`src/rtl/mem_responder.sv`:
```
// Multi-channel memory responder: per-channel request FSMs sharing one
// single-ported array through a round-robin arbiter, with a backdoor load port.
module mem_responder #(
  parameter int ADDR_BITS    = 8,
  parameter int DATA_BITS    = 8,
  parameter int CHANNELS     = 4,
  parameter int LATENCY      = 2,
  parameter int WRITE_ENABLE = 1
) (
  input  logic                                clk,
  input  logic                                reset,
  input  logic [CHANNELS-1:0]                 read_valid,
  input  logic [CHANNELS-1:0][ADDR_BITS-1:0]  read_address,
  output logic [CHANNELS-1:0]                 read_ready,
  output logic [CHANNELS-1:0][DATA_BITS-1:0]  read_data,
  input  logic [CHANNELS-1:0]                 write_valid,
  input  logic [CHANNELS-1:0][ADDR_BITS-1:0]  write_address,
  input  logic [CHANNELS-1:0][DATA_BITS-1:0]  write_data,
  output logic [CHANNELS-1:0]                 write_ready,
  input  logic                                load_enable,
  input  logic [ADDR_BITS-1:0]                load_address,
  input  logic [DATA_BITS-1:0]                load_data,
  output logic [CHANNELS-1:0][1:0]            state_dbg
);

  localparam int PTR_W = (CHANNELS > 1) ? $clog2(CHANNELS) : 1;

  typedef enum logic [1:0] {
    IDLE   = 2'd0,
    QUEUED = 2'd1,
    BUSY   = 2'd2,
    DONE   = 2'd3
  } state_t;

  state_t                            state_q [CHANNELS];
  state_t                            state_d [CHANNELS];
  logic [CHANNELS-1:0]               op_q, op_d;       // 1 = write
  logic [CHANNELS-1:0][ADDR_BITS-1:0] addr_q, addr_d;
  logic [CHANNELS-1:0][DATA_BITS-1:0] wdata_q, wdata_d;
  logic [CHANNELS-1:0][3:0]          cnt_q, cnt_d;

  logic [PTR_W-1:0]     rr_ptr;
  logic [PTR_W-1:0]     grant_idx;
  logic                 grant_valid;
  logic                 grant_write;

  logic [DATA_BITS-1:0] mem [2**ADDR_BITS];

  // Round-robin search from rr_ptr; the load port steals the array cycle.
  always_comb begin
    int idx;
    idx         = 0;
    grant_valid = 1'b0;
    grant_idx   = '0;
    for (int k = 0; k < CHANNELS; k++) begin
      idx = int'(rr_ptr) + k;
      if (idx >= CHANNELS) idx = idx - CHANNELS;
      if (!grant_valid && !load_enable && state_q[idx] == QUEUED) begin
        grant_valid = 1'b1;
        grant_idx   = PTR_W'(idx);
      end
    end
  end

  assign grant_write = op_q[grant_idx];

  // Handshake: a requester holds valid (and its address/data) until it sees
  // ready; ready then stays high until valid is sampled low, after which the
  // channel returns to IDLE. A read beats a write raised in the same cycle.
  always_comb begin
    state_d = state_q;
    op_d    = op_q;
    addr_d  = addr_q;
    wdata_d = wdata_q;
    cnt_d   = cnt_q;
    for (int i = 0; i < CHANNELS; i++) begin
      case (state_q[i])
        IDLE: begin
          if (read_valid[i]) begin
            op_d[i]    = 1'b0;
            addr_d[i]  = read_address[i];
            state_d[i] = QUEUED;
          end else if (write_valid[i]) begin
            op_d[i]    = 1'b1;
            addr_d[i]  = write_address[i];
            wdata_d[i] = write_data[i];
            state_d[i] = QUEUED;
          end
        end
        QUEUED: begin
          if (grant_valid && int'(grant_idx) == i) begin
            cnt_d[i]   = 4'(LATENCY);
            state_d[i] = BUSY;
          end
        end
        BUSY: begin
          if (cnt_q[i] == 4'd0) state_d[i] = DONE;
          else                  cnt_d[i]   = cnt_q[i] - 4'd1;
        end
        DONE: begin
          if (op_q[i] ? !write_valid[i] : !read_valid[i]) state_d[i] = IDLE;
        end
        default: state_d[i] = IDLE;
      endcase
    end
  end

  always_ff @(posedge clk) begin
    if (!reset) begin
      for (int i = 0; i < CHANNELS; i++) state_q[i] <= IDLE;
      op_q    <= '0;
      addr_q  <= '0;
      wdata_q <= '0;
      cnt_q   <= '0;
    end else begin
      state_q <= state_d;
      op_q    <= op_d;
      addr_q  <= addr_d;
      wdata_q <= wdata_d;
      cnt_q   <= cnt_d;
    end
  end

  always_ff @(posedge clk) begin
    if (!reset) begin
      rr_ptr    <= '0;
      read_data <= '0;
    end else if (grant_valid) begin
      rr_ptr <= (grant_idx == PTR_W'(CHANNELS - 1)) ? '0 : grant_idx + PTR_W'(1);
      if (!grant_write) read_data[grant_idx] <= mem[addr_q[grant_idx]];
    end
  end

  // Array contents survive reset; only a granted write is gated by it.
  always_ff @(posedge clk) begin
    if (load_enable) begin
      mem[load_address] <= load_data;
    end else if (reset && grant_valid && grant_write && (WRITE_ENABLE != 0)) begin
      mem[addr_q[grant_idx]] <= wdata_q[grant_idx];
    end
  end

  always_comb begin
    read_ready  = '0;
    write_ready = '0;
    state_dbg   = '0;
    for (int i = 0; i < CHANNELS; i++) begin
      read_ready[i]  = (state_q[i] == DONE) && !op_q[i];
      write_ready[i] = (state_q[i] == DONE) && op_q[i];
      state_dbg[i]   = state_q[i];
    end
  end

endmodule

```
`config.mk`:
```
export PLATFORM = sky130hd
export DESIGN_NAME = mem_responder
export DESIGN_NICKNAME = d
export VERILOG_FILES = /design/src/rtl/mem_responder.sv
export SDC_FILE = /design/constraint.sdc
export NUM_CORES = 2
export LEC_CHECK = 0
export CAP_MARGIN = 20
export CELL_PAD_IN_SITES_DETAIL_PLACEMENT = 1
export CELL_PAD_IN_SITES_GLOBAL_PLACEMENT = 1
export CORE_ASPECT_RATIO = 0.7
export CORE_MARGIN = 5
export CORE_UTILIZATION = 50
export CTS_BUF_LIST = sky130_fd_sc_hd__clkbuf_16
export CTS_CLUSTER_DIAMETER = 40
export DETAILED_ROUTE_END_ITERATION = 8
export DONT_BUFFER_PORTS = 1
export PLACE_DENSITY = 0.87
export SLEW_MARGIN = 20
export SYNTH_ARGS = -nofsm -noshare
export SYNTH_HDL_FRONTEND = slang
export SYNTH_SLANG_ARGS = --single-unit
```
`constraint.sdc`:
```
create_clock -name clk -period 11.1 [get_ports clk]
set_clock_uncertainty 0.05 [all_clocks]
set_input_delay 0.555 -clock clk [delete_from_list [all_inputs] [get_ports clk]]
set_output_delay 0.555 -clock clk [all_outputs]
set_load 0.1 [all_outputs]
```
After elaboration in Yosys (flattened, before gate mapping)
Memory sizes are Yosys's and may differ from the RTL's.
Cells that the tools add are included.
- register bits after elaboration: 126
- bits in latches: 0
- memory bits (writable): 2048
- memory bits (read-only): 0
- bits of input ports: 123
- output and inout port bits: 48
- logic and storage cells: 268
- memories kept: 1
- add/subtract/negate cells: 12
- multipliers: 0
- divide/modulo/power cells: 0
- order comparisons: 10
- equality and inequality tests: 40
- shifts and indexed selects: 0
- muxes and demuxes: 98
- bitwise gates (word level): 9
- reductions and logical operators: 73
- memory list (memory ; depth ; width ; read ports ; clocked after Yosys merged registers in ; write ports ; line ; RTL):
    mem ; 256 ; 8 ; 1 ; 0 ; 1 ; 47 ; logic [DATA_BITS-1:0] mem [2**ADDR_BITS];
- operators by type and width (kind ; number):
    $ge 32x3->1 const B ; 4
    $mux 32 ; 4
    $not 32->32 ; 4
    $mux 8 ; 13
    $mux 2 ; 33
    $bmux 8 s2 ; 2
    $bwmux 32 ; 1
    $mux 4 ; 8
    $ne 2x2->1 const B ; 16
    $pmux 2 s4 ; 4
    $pmux 4 s2 ; 4
    $reduce_and 3->1 ; 8
    $mux 1 ; 23
    $eq 2x2->1 const B ; 11
    $logic_and 1x1->1 ; 22
    $eq 2x1->1 const B ; 9
    $bmux 2 s2 ; 4
    $demux 8 s2 ; 1
    $logic_not 1->1 ; 16
    $logic_not 4->1 ; 4
    $reduce_and 4->1 ; 4
    $reduce_bool 2->1 ; 8
    $sub 4x1->4 const B ; 4
    $ne 3x3->1 const B ; 4
    14 further kinds ; 31

Depth between registers and ports, before layout
- depth after elaboration: 29
- mapped depth: 18
- gate-level depth less buffers: 13

Worst setup path before layout
No wires, ideal clock.
- path type: flip-flop to flip-flop
- from: reg state_q, in the netlist state_dbg[6]
- to: mem mem[0][0], data pin
- library setup time: 823 ps
- data arrival time: 6450 ps
- required time: 10227 ps
- slack: 3777 ps
- cell stages (with the launch flop): 14
- path buffers: 5
- period minus slack after synthesis: 7323 ps
- cells stage by stage: dfxtp_1 nand2b_1 a311oi_4 o31ai_4 o21ai_4 buf_6 buf_6 buf_6 clkbuf_1 clkbuf_1 nand2_1 nand3_1 nand3_1 nand2_1
- longest elaborated chain between the ends: 26
- elaborated cells on any way between the ends: 45
- those cells by class: eq/ne: 4; mux: 28; reduce/logical: 13
- RTL lines (element ; line ; RTL):
    start, declared ; 35 ; state_t state_q [CHANNELS];
    start signal, assigned ; 116 ; state_q <= state_d;
    $bmux 2 s2 ; 58 ; if (!grant_valid && !load_enable && state_q[idx] == QUEUED) begin
    $mux 2 (implied by the code) (2 in series) ; 58 ;
    $eq 2x1->1 ; 58 ;
    $logic_and 1x1->1 ; 58 ;
    $mux 1 ; 58 ;
    $logic_not 1->1 ; 58 ;
    $logic_and 1x1->1 (2 in series) ; 58 ;
    $mux 1 ; 58 ;
    [... 8 more ...] ; -- ;
    $bmux 1 s2 ; 65 ; assign grant_write = op_q[grant_idx];
    $mux 1 (implied by the code) ; 65 ;
    $logic_and 1x1->1 ; 138 ; end else if (reset && grant_valid && grant_write && (WRITE_ENABLE != 0)) begin
    $mux 1 ; 138 ;
    $mux 1 ; 136 ; if (load_enable) begin
    $mux 1 (implied by the code) ; 139 ; mem[addr_q[grant_idx]] <= wdata_q[grant_idx];
    $reduce_or 8->1 (no line) ; -- ;
    $mux 8 (no line) * ; -- ;
    end, declared ; 47 ;
Mark *: on every way between the ends. The rest lies on a longest branch, timed or not. The select of a mux whose other input is x is not followed.

Worst setup path in the final report
- from: reg state_q, in the netlist state_dbg[0]
- to: mem mem[139][3] (enable)
- longest elaborated chain between the ends: 26
- elaborated cells on any way between the ends: 46
- those cells by class: eq/ne: 4; mux: 29; reduce/logical: 13
- RTL lines (element ; line):
    $bmux 2 s2 ; 58
    $mux 2 (implied by the code) (2 in series) ; 58
    $eq 2x1->1 ; 58
    $logic_and 1x1->1 ; 58
    $mux 1 ; 58
    $logic_not 1->1 ; 58
    $logic_and 1x1->1 (2 in series) ; 58
    $mux 1 ; 58
    [... 8 more ...] ; --
    $bmux 1 s2 ; 65
    $mux 1 (implied by the code) ; 65
    $logic_and 1x1->1 ; 138
    $mux 1 ; 138
    $mux 1 ; 136
    $mux 1 (implied by the code) ; 139
    $reduce_or 8->1 (no line) ; --
    $mux 8 (no line) or $mux 1 (tied branches) ; --
Parallel ways exist; a longest one is shown, timed or not. The select of a mux whose other input is x is not followed.

==> summary.md <==
| Metric | Value |
|---|---|
| Status | `complete, no violations` |
| DRT Wirelength | `327 mm` |
| Worst skew pair latency | `890 ps` |
| Lkg Pwr | `31.7 nW` |
| Syn avg cell area | `13.8 sq um` |
| Via count | `64,000` |
| Max FO, Critical Path | `~60` |
| Initial Utilization | `0.504` |
| Clock Tree Buf Depth | `3` |
| Crit. End Element | `flop` |
| Crit path DAT | `9100 ps` |
| Yosys reg bits | `between 2,000 and 2,500` |
| Worst slew pin tran | `1380 ps` |
| Layout area overhead | `10.6%` |
| Critical Path RT | `11,540 ps` |
| Cells after DPL | `roughly 8,500` |
| Num Clock Sinks | `between 2,000 and 2,500` |
| Async set-reset flop share out of synthesis | `0` |
| Routability congestion estimate | `0.957` |
| Area leader, netlist | `edfxtp_1` |
| Main synth FF type | `edfxtp_1` |
| Type of origin of the critical path | `flop` |
| Starting DRT DRC Count | `~12,000` |
| PwrDens | `between 300 and 400 nW/um^2` |
| Core Area | `177,000 sq um` |
| Slowest-stage cell, CP | `dfxtp_1` |
| Fin. max-slew vios | `0` |
| Row count | `roughly 130` |
| Critical path cell sequence | `nor2b_1, a211oi_2, o31ai_4, o21ai_4, buf_4, inv_2, mux2i_1, mux2i_4, nand3_1, buf_4, nand2b_1, nand2_1, buf_4, nor2_1` |
| Post-route non-filler standard cell count | `8,943` |
| Remaining Overflow, GRT | `0` |
| Clk slew on worst S/H paths | `70 ps` |
| Crit path top cell by count | `buf_4` |
| HP Class | `primary input to flop` |
| Number of synthesized flops with an enable pin | `approximately 2,000` |
| Share of cells above drive strength 1 | `0.0890` |
| First-pass GRT wire length | `465 mm` |
| Register area share after synthesis | `0.717` |
| Slowest stage delay, CP | `1080 ps` |
| # IOs | `roughly 170` |
| DP HPWL | `about 190 mm` |
| Slew HR | `0.0772` |
| Max Cap Viol | `0` |
| Max VDD drop | `between 400 and 500 uV` |
| RSZ-0062 raised after global routing | `no` |
| CTS buffer count | `197` |
| Via density | `7.16` |
| Routed Antenna Nets | `0` |
| TritonCTS clock tree | `built` |
| IO buf count | `0` |
| Synth Net Count | `between 6,000 and 7,000` |
| Initial antenna violation count | `25` |
| Top cells by count, synth | `2,048 x edfxtp_1, 972 x nand2_1, 571 x nand3_1` |
| TNS Setup | `0 ps` |
| Cells after synthesis | `6,459` |
| Drt first pass iters | `6` |
| Htree depth | `4` |
| Post-cts sizing count | `0` |
| Die height | `364 um` |
| Fin nets | `6,544` |
| Filler cell count | `16,800` |
| Drt drc | `0` |
| F_max | `116 MHz` |
| Number of global-route vias before repair | `64,000` |
| Drt wl/cell | `36.6 um` |
| Full die area | `187,000 sq um` |
| Fin. Hold Viols | `0` |
| Period minus WS final | `8650 ps` |
| Largest net degree at the start of global routing | `202` |
| Root buf cell | `clkbuf_16` |
| Area contributors post-synth | `edfxtp_1 69%, nand2_1 4.1%, mux2i_1 3.9%, nand3_1 3.2%, dfxtp_1 2.8%` |
| Warnings, synthesis | `0` |
| Synthesized cell area | `between 80,000 and 90,000 sq um` |
| Critical path class | `flop to flop` |
| Yosys cell types | `91` |
| Tcrit/Tclk final | `0.780` |
| Synth top area share | `0.689` |
| Final setup fails | `0` |
| GRT Resource Usage Total | `0.340` |
| Die Wd | `515 um` |
| Most common cell in the netlist | `edfxtp_1` |
==> stage by stage <==
stage | utilization | total power, mW | worst slack, ps | hold WS, ps | instance area, sq um
after global placement | 0.515 | 22.6 | 3150 | 434 | 91100
final | 0.558 | 31.7 | 2450 | 44.5 | 98800
after CTS | 0.557 | 30.6 | 2650 | 7.65 | 98600
after global routing | 0.557 | 32.2 | 2330 | 36.6 | 98700
after detailed placement | 0.515 | 23.4 | 2720 | 438 | 91100
after floorplan | - | 18.7 | 3780 | 413 | 89300
==> layout by cell type (no fill, tap or decap), drive strengths merged, types with 27 or more instances in the layout <==
master       instances
nor3                30
and3               112
mux2                65
buf                103
o22ai               33
o221a               33
nand4               79
clkinv              82
nor4                43
nand2              973
a211oi             148
inv                 77
o2111ai             67
mux2i              346
a21oi               51
o21ai              286
nor2               408
dfxtp              126
clkbuf             201
edfxtp            2048
dlygate4sd3         96
nand3              572
a32oi              220
a31oi               77
nand2b              27
==> worst paths after layout <==
kind / slack [ps] / from / cells past startpoint / end
hold reg to reg: 470 / wdata_q[10] / 2 / wdata_q[10]
setup / recovery: 2450 / state_dbg[0] / 14 / mem[139][3]
hold / removal: 40 / read_address[28] / 2 / addr_q[28]
setup reg to reg: 2450 / state_dbg[0] / 14 / mem[139][3]
==> kinds of logic after synthesis <==
logic type,count (synthesis),share of synthesized area
AND/OR/NAND/NOR,2328,0.119
flip-flops,2174,0.717
AO/OA/AOI/OAI,1019,0.0840
buffers and inverters,486,0.0267
multiplexers,416,0.0484
adder cells (fa/ha/maj),26,0.00364
XOR/XNOR,10,0.000981
==> critical path: cells and delay by family (launching register included) <==
family                 cells  cell delay [ps]
and+or+nand+nor            5             3660
buffers and inverters      4             2120
DFF                        1             1080
AOI/OAI and AO/OA          3              760
muxes                      2              540
==> power breakdown <==
part,internal [mW],total [mW],leakage (nW),switching (mW)
registers,9.26,9.75,19.4,0.487
logic,3.78,14.9,9.00,11.1
clock network,3.71,7.11,3.27,3.40
==> timing repair <==
item,CTS,global route
buffers inserted,0,0
hold endpoints to repair,109,0
hold buffers,97,0
==> sequential cells by signal, indices dropped and copies added (netlist names) <==
register and flops:
mem 2048, cnt_q 16, wdata_q 32, rr_ptr 2, read_data 32, op_q 4
addr_q 32, state_dbg 8
==> cell type report <==
type | count | area [sq um] | share of cell area
clock inverters | 165 | 1420 | 0.0144
repair buffers | 199 | 1980 | 0.0200
well taps | 2358 | 2950 | 0.0299
multi-input cells | 3799 | 23200 | 0.235
flip-flops and latches | 2174 | 64000 | 0.648
inverters | 24 | 90.1 | 0.000912
clock buffers | 201 | 5030 | 0.0509
diodes | 23 | 57.6 | 0.000583
==> metal layers <==
| layer | track usage | up-vias | share of wire |
|---|---|---|---|
| li1 | - | 24700 | - |
| met1 | 0.438 | 31900 | 0.35 |
| met2 | 0.510 | 5996 | 0.44 |
| met3 | 0.119 | 1394 | 0.15 |
| met4 | 0.183 | 18 | 0.064 |
| met5 | 0 | - | 0.00043 |
No activity file was read; power rests on OpenSTA's default activity.
